File: src/rtl/rf_wb_arbiter.sv
// rf_wb_arbiter: sole regfile write-port driver; merges ALU and long-latency writebacks, tracks busy registers.
// Rev 1.0
`default_nettype none

module rf_wb_arbiter #(
  parameter int XLEN       = 64,
  parameter int REG_NUM    = 32,
  parameter int IDX_W      = 5,
  parameter int LQ_DEPTH   = 4,
  parameter int STARVE_MAX = 8
) (
  input  logic             clk,
  input  logic             rst_n,
  input  logic             alu_wb_valid,
  input  logic [IDX_W-1:0] alu_wb_index,
  input  logic [XLEN-1:0]  alu_wb_data,
  input  logic             lsu_wb_valid,
  output logic             lsu_wb_ready,
  input  logic [IDX_W-1:0] lsu_wb_index,
  input  logic [XLEN-1:0]  lsu_wb_data,
  input  logic             issue_en,
  input  logic             issue_long,
  input  logic [IDX_W-1:0] issue_rd_index,
  input  logic [IDX_W-1:0] rs1_index,
  input  logic [IDX_W-1:0] rs2_index,
  output logic             rs1_busy,
  output logic             rs2_busy,
  output logic             wb_stall,
  output logic             rd_en,
  output logic [IDX_W-1:0] rd_index,
  output logic [XLEN-1:0]  rd_data
);

  localparam int PTR_W = (LQ_DEPTH > 1) ? $clog2(LQ_DEPTH) : 1;
  localparam int CNT_W = PTR_W + 1;
  localparam int ST_W  = (STARVE_MAX > 2) ? $clog2(STARVE_MAX) : 1;
  localparam logic [CNT_W-1:0] FULL_CNT  = CNT_W'(LQ_DEPTH);
  localparam logic [ST_W-1:0]  STARVE_LAST = ST_W'(STARVE_MAX - 2);

  logic [IDX_W-1:0] fifo_idx [LQ_DEPTH];
  logic [XLEN-1:0]  fifo_dat [LQ_DEPTH];
  logic [PTR_W-1:0] wr_ptr;
  logic [PTR_W-1:0] rd_ptr;
  logic [CNT_W-1:0] count;

  logic             alu_sel;
  logic             fifo_empty;
  logic             fifo_full;
  logic             push;
  logic             pop;
  logic             rd_from_fifo;

  logic [REG_NUM-1:0] busy;
  logic [REG_NUM-1:0] busy_nxt;
  logic [ST_W-1:0]    starve_cnt;

  assign alu_sel      = alu_wb_valid && (alu_wb_index != '0);
  assign fifo_empty   = (count == '0);
  assign fifo_full    = (count == FULL_CNT);
  assign lsu_wb_ready = !fifo_full;
  assign push         = lsu_wb_valid && !fifo_full && (lsu_wb_index != '0);
  assign pop          = !alu_sel && !fifo_empty;

  // Storage needs no reset: count alone defines which entries are live.
  always_ff @(posedge clk) begin
    if (push) begin
      fifo_idx[wr_ptr] <= lsu_wb_index;
      fifo_dat[wr_ptr] <= lsu_wb_data;
    end
  end

  always_ff @(posedge clk or negedge rst_n) begin
    if (!rst_n) begin
      wr_ptr <= '0;
      rd_ptr <= '0;
      count  <= '0;
    end else begin
      if (push) wr_ptr <= wr_ptr + PTR_W'(1);
      if (pop)  rd_ptr <= rd_ptr + PTR_W'(1);
      case ({push, pop})
        2'b10:   count <= count + CNT_W'(1);
        2'b01:   count <= count - CNT_W'(1);
        default: count <= count;
      endcase
    end
  end

  always_ff @(posedge clk or negedge rst_n) begin
    if (!rst_n) begin
      rd_en        <= 1'b0;
      rd_from_fifo <= 1'b0;
      rd_index     <= '0;
      rd_data      <= '0;
    end else begin
      rd_en        <= alu_sel || pop;
      rd_from_fifo <= pop;
      if (alu_sel) begin
        rd_index <= alu_wb_index;
        rd_data  <= alu_wb_data;
      end else if (pop) begin
        rd_index <= fifo_idx[rd_ptr];
        rd_data  <= fifo_dat[rd_ptr];
      end
    end
  end

  // Clear is applied before set so a newer producer of the same register wins.
  always_comb begin
    busy_nxt = busy;
    if (rd_en && rd_from_fifo) busy_nxt[rd_index] = 1'b0;
    if (issue_en && issue_long && (issue_rd_index != '0)) busy_nxt[issue_rd_index] = 1'b1;
    busy_nxt[0] = 1'b0;
  end

  always_ff @(posedge clk or negedge rst_n) begin
    if (!rst_n) busy <= '0;
    else        busy <= busy_nxt;
  end

  assign rs1_busy = (rs1_index != '0) && busy[rs1_index];
  assign rs2_busy = (rs2_index != '0) && busy[rs2_index];

  always_ff @(posedge clk or negedge rst_n) begin
    if (!rst_n) begin
      starve_cnt <= '0;
      wb_stall   <= 1'b0;
    end else begin
      wb_stall <= 1'b0;
      if (!fifo_empty && !pop) begin
        if (starve_cnt == STARVE_LAST) begin
          wb_stall   <= 1'b1;
          starve_cnt <= '0;
        end else begin
          starve_cnt <= starve_cnt + ST_W'(1);
        end
      end else begin
        starve_cnt <= '0;
      end
    end
  end

endmodule

`default_nettype wire

File: config.mk
export PLATFORM = sky130hd
export DESIGN_NAME = rf_wb_arbiter
export DESIGN_NICKNAME = d
export VERILOG_FILES = /design/src/rtl/rf_wb_arbiter.sv
export SDC_FILE = /design/constraint.sdc
export NUM_CORES = 1
export LEC_CHECK = 0
export ABC_AREA = 1
export BUFFER_PORTS_ARGS = -buffer_cell sky130_fd_sc_hd__buf_2
export CAP_MARGIN = 20
export CORE_ASPECT_RATIO = 1.5
export CORE_MARGIN = 5
export CORE_UTILIZATION = 57
export DETAILED_ROUTE_END_ITERATION = 12
export PLACE_DENSITY = 0.85
export SETUP_SLACK_MARGIN = 0.4
export SYNTH_ARGS = -nofsm -noshare
export SYNTH_HDL_FRONTEND = slang
export SYNTH_SLANG_ARGS = --single-unit
File: constraint.sdc
create_clock -name clk -period 4.9 [get_ports clk]
set_input_delay 0.735 -clock clk [delete_from_list [all_inputs] [get_ports clk]]
set_output_delay 0.735 -clock clk [all_outputs]
set_load 0.05 [all_outputs]
==> metrics.txt <==
# TYPE chip_impl_metric gauge
chip_impl_metric{name="worst-endpoint-arrival",unit="ns"} 2.26
chip_impl_metric{name="fp-row-count",unit=""} 75
chip_impl_metric{name="boundaryPins",unit=""} 233
chip_impl_metric{name="p_leak",unit="uW"} 0.007480
chip_impl_metric{name="ys_warn_count",unit=""} 0
chip_impl_metric{name="drtAntennaViolNets",unit=""} 0
chip_impl_metric{name="timing.clock.skew",unit="ns"} 0.01405
chip_impl_metric{name="cts_resized",unit=""} 0
chip_impl_metric{name="hold_violations",unit=""} 0
chip_impl_metric{name="vdd.ir_drop.worst",unit="mV"} 0.3943
chip_impl_metric{name="die_w",unit="um"} 147.0
chip_impl_info{name="list_of_most_frequent_post_synthesis_cells",value="372 x sky130_fd_sc_hd__nand2_1, 276 x sky130_fd_sc_hd__edfxtp_1, 146 x sky130_fd_sc_hd__o21ai_0"} 1
chip_impl_metric{name="post_cts_hold_buffer_count",unit=""} 0
chip_impl_metric{name="final_net_count",unit=""} 1833
chip_impl_info{name="synth.largest_area_cell",value="sky130_fd_sc_hd__edfxtp_1"} 1
chip_impl_info{name="r2r_start",value="rd_ptr[0]$_DFFE_PN0P_"} 1
chip_impl_metric{name="initial_core_util",unit="%"} 57.54
chip_impl_metric{name="synth_enable_flop_cells",unit=""} 276
chip_impl_metric{name="mappedNetlistArea",unit="um^2"} 16040
chip_impl_metric{name="residual_overflow_from_global_routing",unit=""} 0
chip_impl_info{name="cp-end-kind",value="primary output"} 1
chip_impl_info{name="crit_path_frequent_cell",value="sky130_fd_sc_hd__nand2_1"} 1
chip_impl_metric{name="timing.critical_path.required",unit="ns"} 4.16
chip_impl_metric{name="cts.htree.levels",unit=""} 2
chip_impl_metric{name="routed_wl",unit="um"} 40090
chip_impl_metric{name="util_after_layout",unit="%"} 66.33
chip_impl_metric{name="clk_latency",unit="ns"} 0.52
chip_impl_metric{name="routed_via_density",unit=""} 5.801
chip_impl_metric{name="cts_sinks",unit=""} 389
chip_impl_metric{name="detailed_route_via_count",unit=""} 11890
chip_impl_metric{name="achievable-frequency",unit="GHz"} 0.3341
chip_impl_metric{name="totalNegativeSetupSlack",unit="ns"} 0
chip_impl_metric{name="timing_worst_slew_pin_value",unit="ns"} 1.086
chip_impl_info{name="synth_top_flop_cell",value="sky130_fd_sc_hd__edfxtp_1"} 1
chip_impl_metric{name="timing.final.crit_period",unit="ns"} 2.993
chip_impl_metric{name="gpl.final_weighted_congestion",unit=""} 0.9650
chip_impl_metric{name="initial_antenna_violation_count",unit=""} 13
chip_impl_metric{name="number_of_setup_buffers_added_after_cts",unit=""} 0
chip_impl_info{name="path_cells",value="buf_2 -> inv_1 -> nand2_1 -> nand3_1 -> nand3_1 -> nand3_1 -> nand2_1 -> nand2_1 -> nand2_1 -> buf_2"} 1
chip_impl_metric{name="slew_headroom",unit="%"} 27.58
chip_impl_metric{name="critical-path-max-stage-delay",unit="ns"} 0.34
chip_impl_metric{name="detail_route.drc_violations",unit=""} 0
chip_impl_metric{name="dr.pass1.iters",unit=""} 5
chip_impl_metric{name="synth_largest_type_area_fraction",unit="%"} 51.69
chip_impl_metric{name="die-height",unit="um"} 215.4
chip_impl_metric{name="detail_routed_net_length_per_standard_cell",unit="um"} 19.56
chip_impl_metric{name="cap_viol_max_count",unit=""} 0
chip_impl_metric{name="yosysUniqueCellTypes",unit=""} 28
chip_impl_info{name="most_frequent_cell_after_synthesis",value="sky130_fd_sc_hd__nand2_1"} 1
chip_impl_info{name="clock_tree.root_cell",value="sky130_fd_sc_hd__clkbuf_16"} 1
chip_impl_info{name="tritoncts",value="done"} 1
chip_impl_info{name="grt_setup_unrepaired",value="no"} 1
chip_impl_metric{name="count_of_mapped_cells_out_of_synthesis",unit=""} 1460
chip_impl_metric{name="cts_made_buffers",unit=""} 35
chip_impl_metric{name="clk_pin_slew",unit="ns"} 0.07
chip_impl_info{name="critPathSlowestCell",value="sky130_fd_sc_hd__inv_1"} 1
chip_impl_metric{name="synth-async-reset-ratio",unit="%"} 29.05
chip_impl_info{name="type_of_the_most_critical_hold_path",value="in -> async"} 1
chip_impl_metric{name="track_usage",unit="%"} 25.06
chip_impl_metric{name="grt_pass1_vias",unit=""} 12130
chip_impl_metric{name="layout_area_growth_over_synthesis",unit="%"} 15.28
chip_impl_metric{name="final_max_slew_viol_count",unit=""} 0
chip_impl_info{name="path_class",value="in -> out"} 1
chip_impl_metric{name="first_pass_grt_wire_length",unit="um"} 63090
chip_impl_metric{name="synth_sequential_area_ratio",unit="%"} 69.32
chip_impl_metric{name="biggest_fanout_along_the_worst_timing_path",unit=""} 17
chip_impl_metric{name="core_region_area",unit="um^2"} 27870
chip_impl_metric{name="max-clock-path-buffers",unit=""} 3
chip_impl_metric{name="drt-initial-drc-count",unit=""} 1073
chip_impl_info{name="status",value="finished, final reports clean"} 1
chip_impl_metric{name="pin_count_of_the_biggest_net_entering_global_routing",unit=""} 105
chip_impl_metric{name="postSynthRegisterBits",unit=""} 389
chip_impl_metric{name="place_hpwl",unit="um"} 25200
chip_impl_info{name="crit_path_start",value="rs2_index[0]"} 1
chip_impl_metric{name="buffer_ports.inserted",unit=""} 232
chip_impl_info{name="critPathLaunchType",value="input pin"} 1
chip_impl_metric{name="final_min_period_over_clock_period",unit="%"} 61.08
chip_impl_metric{name="syn_area_per_cell",unit="um^2"} 10.98
chip_impl_metric{name="setup_viol",unit=""} 0
chip_impl_metric{name="die_area",unit="um^2"} 31660
chip_impl_metric{name="final_layout_size_suffix_gt1_share",unit="%"} 18.48
chip_impl_info{name="synth.area.top_cells",value="sky130_fd_sc_hd__edfxtp_1 52%, sky130_fd_sc_hd__dfrtp_1 18%, sky130_fd_sc_hd__nand2_1 8.7%"} 1
chip_impl_metric{name="mappedNetlistNets",unit=""} 1625
chip_impl_metric{name="pwr_density_cell",unit="nW/um^2"} 630.7
==> logic make-up (layout without fill, tap and decap cells) <==
kind of cell / count (synthesis) / count (layout) / synth area share (%)
buffers and inverters: 148 / 382 / 4.471
and+or+nand+nor: 656 / 656 / 16.75
DFF: 389 / 389 / 69.32
AOI/OAI and AO/OA: 257 / 257 / 8.723
xor gates and xnor gates: 4 / 4 / 0.2185
other: 0 / 10 / 0
adders and majority gates: 6 / 6 / 0.5150
==> per-stage QoR <==
step	total power (uW)	worst slack, ns	std cells	instance area, um^2	hold slack (ns)
after floorplan	7864	0.2966	1460	16040	0.4259
after global routing	12290	1.762	2047	18480	0.4167
after detailed placement	9020	1.952	1977	17340	0.4713
after global placement	8870	1.964	1977	17340	0.4406
after CTS	11690	1.960	2040	18460	0.3899
final	11660	1.907	2050	18490	0.3756
==> layout make-up <==
class,count,area [um^2]
fill,1955,9385
timing repair buffer,245,1274
inverter,74,280.3
multi-input combinational,923,4233
clock inverter,13,95.09
clock buffer,50,1025
antenna,10,25.02
tap,346,432.9
sequential,389,11120
==> metal layers <==
metal	wire (um)	global-route usage, %	vias to the layer above
li1	-	-	5474
met1	14750	30.03	5727
met2	20640	43.55	555
met3	2899	4.679	127
met4	1739	12.31	10
met5	57	0	-
==> path summary, 6_finish.rpt <==
kind / endpoint / slack [ns] / cells after the start
max: rs2_busy / 1.91 / 10
min: rd_data[31]$_DFFE_PN0P_ / 0.38 / 1
max reg2reg: rd_data[6]$_DFFE_PN0P_ / 2.16 / 6
min reg2reg: starve_cnt[0]$_DFF_PN0_ / 0.48 / 1
max in group asynchronous: rd_data[0]$_DFFE_PN0P_ / 3.33 / 2
min in group clk: fifo_dat[3][1]$_DFFE_PP_ / 0.43 / 1
==> critical path: cells and delay by family <==
kind	cells	cell delay, ns
buf+inv	3	0.88
simple gates	7	0.64
==> where the power goes <==
group | switching [uW] | internal [uW]
Clock | 1140 | 1520
Combinational | 3130 | 1010
Sequential | 414 | 4450
==> cells in the final DEF, fill, tap and decap left out, drive strengths merged <==
master,n
dfrtp,113
nand2,375
o211ai,7
nor2,125
nand3,145
o31ai,8
clkbuf,50
edfxtp,276
xnor2,2
inv,75
bufinv,1
clkinvlp,2
xor2,2
nor3,11
o21ai,157
fa,1
ha,5
buf,245
a21oi,25
diode,10
a31oi,15
clkinv,9
o22ai,45
==> flip-flops by register name, indices dropped and copies added, names as in the netlist <==
name,count
rd_from_fifo,1
fifo_idx,20
starve_cnt,3
fifo_dat,256
wb_stall,1
count,3
rd_ptr,2
rd_index,5
rd_en,1
wr_ptr,2
busy,31
rd_data,64
Power figures use the tool's default switching activity.
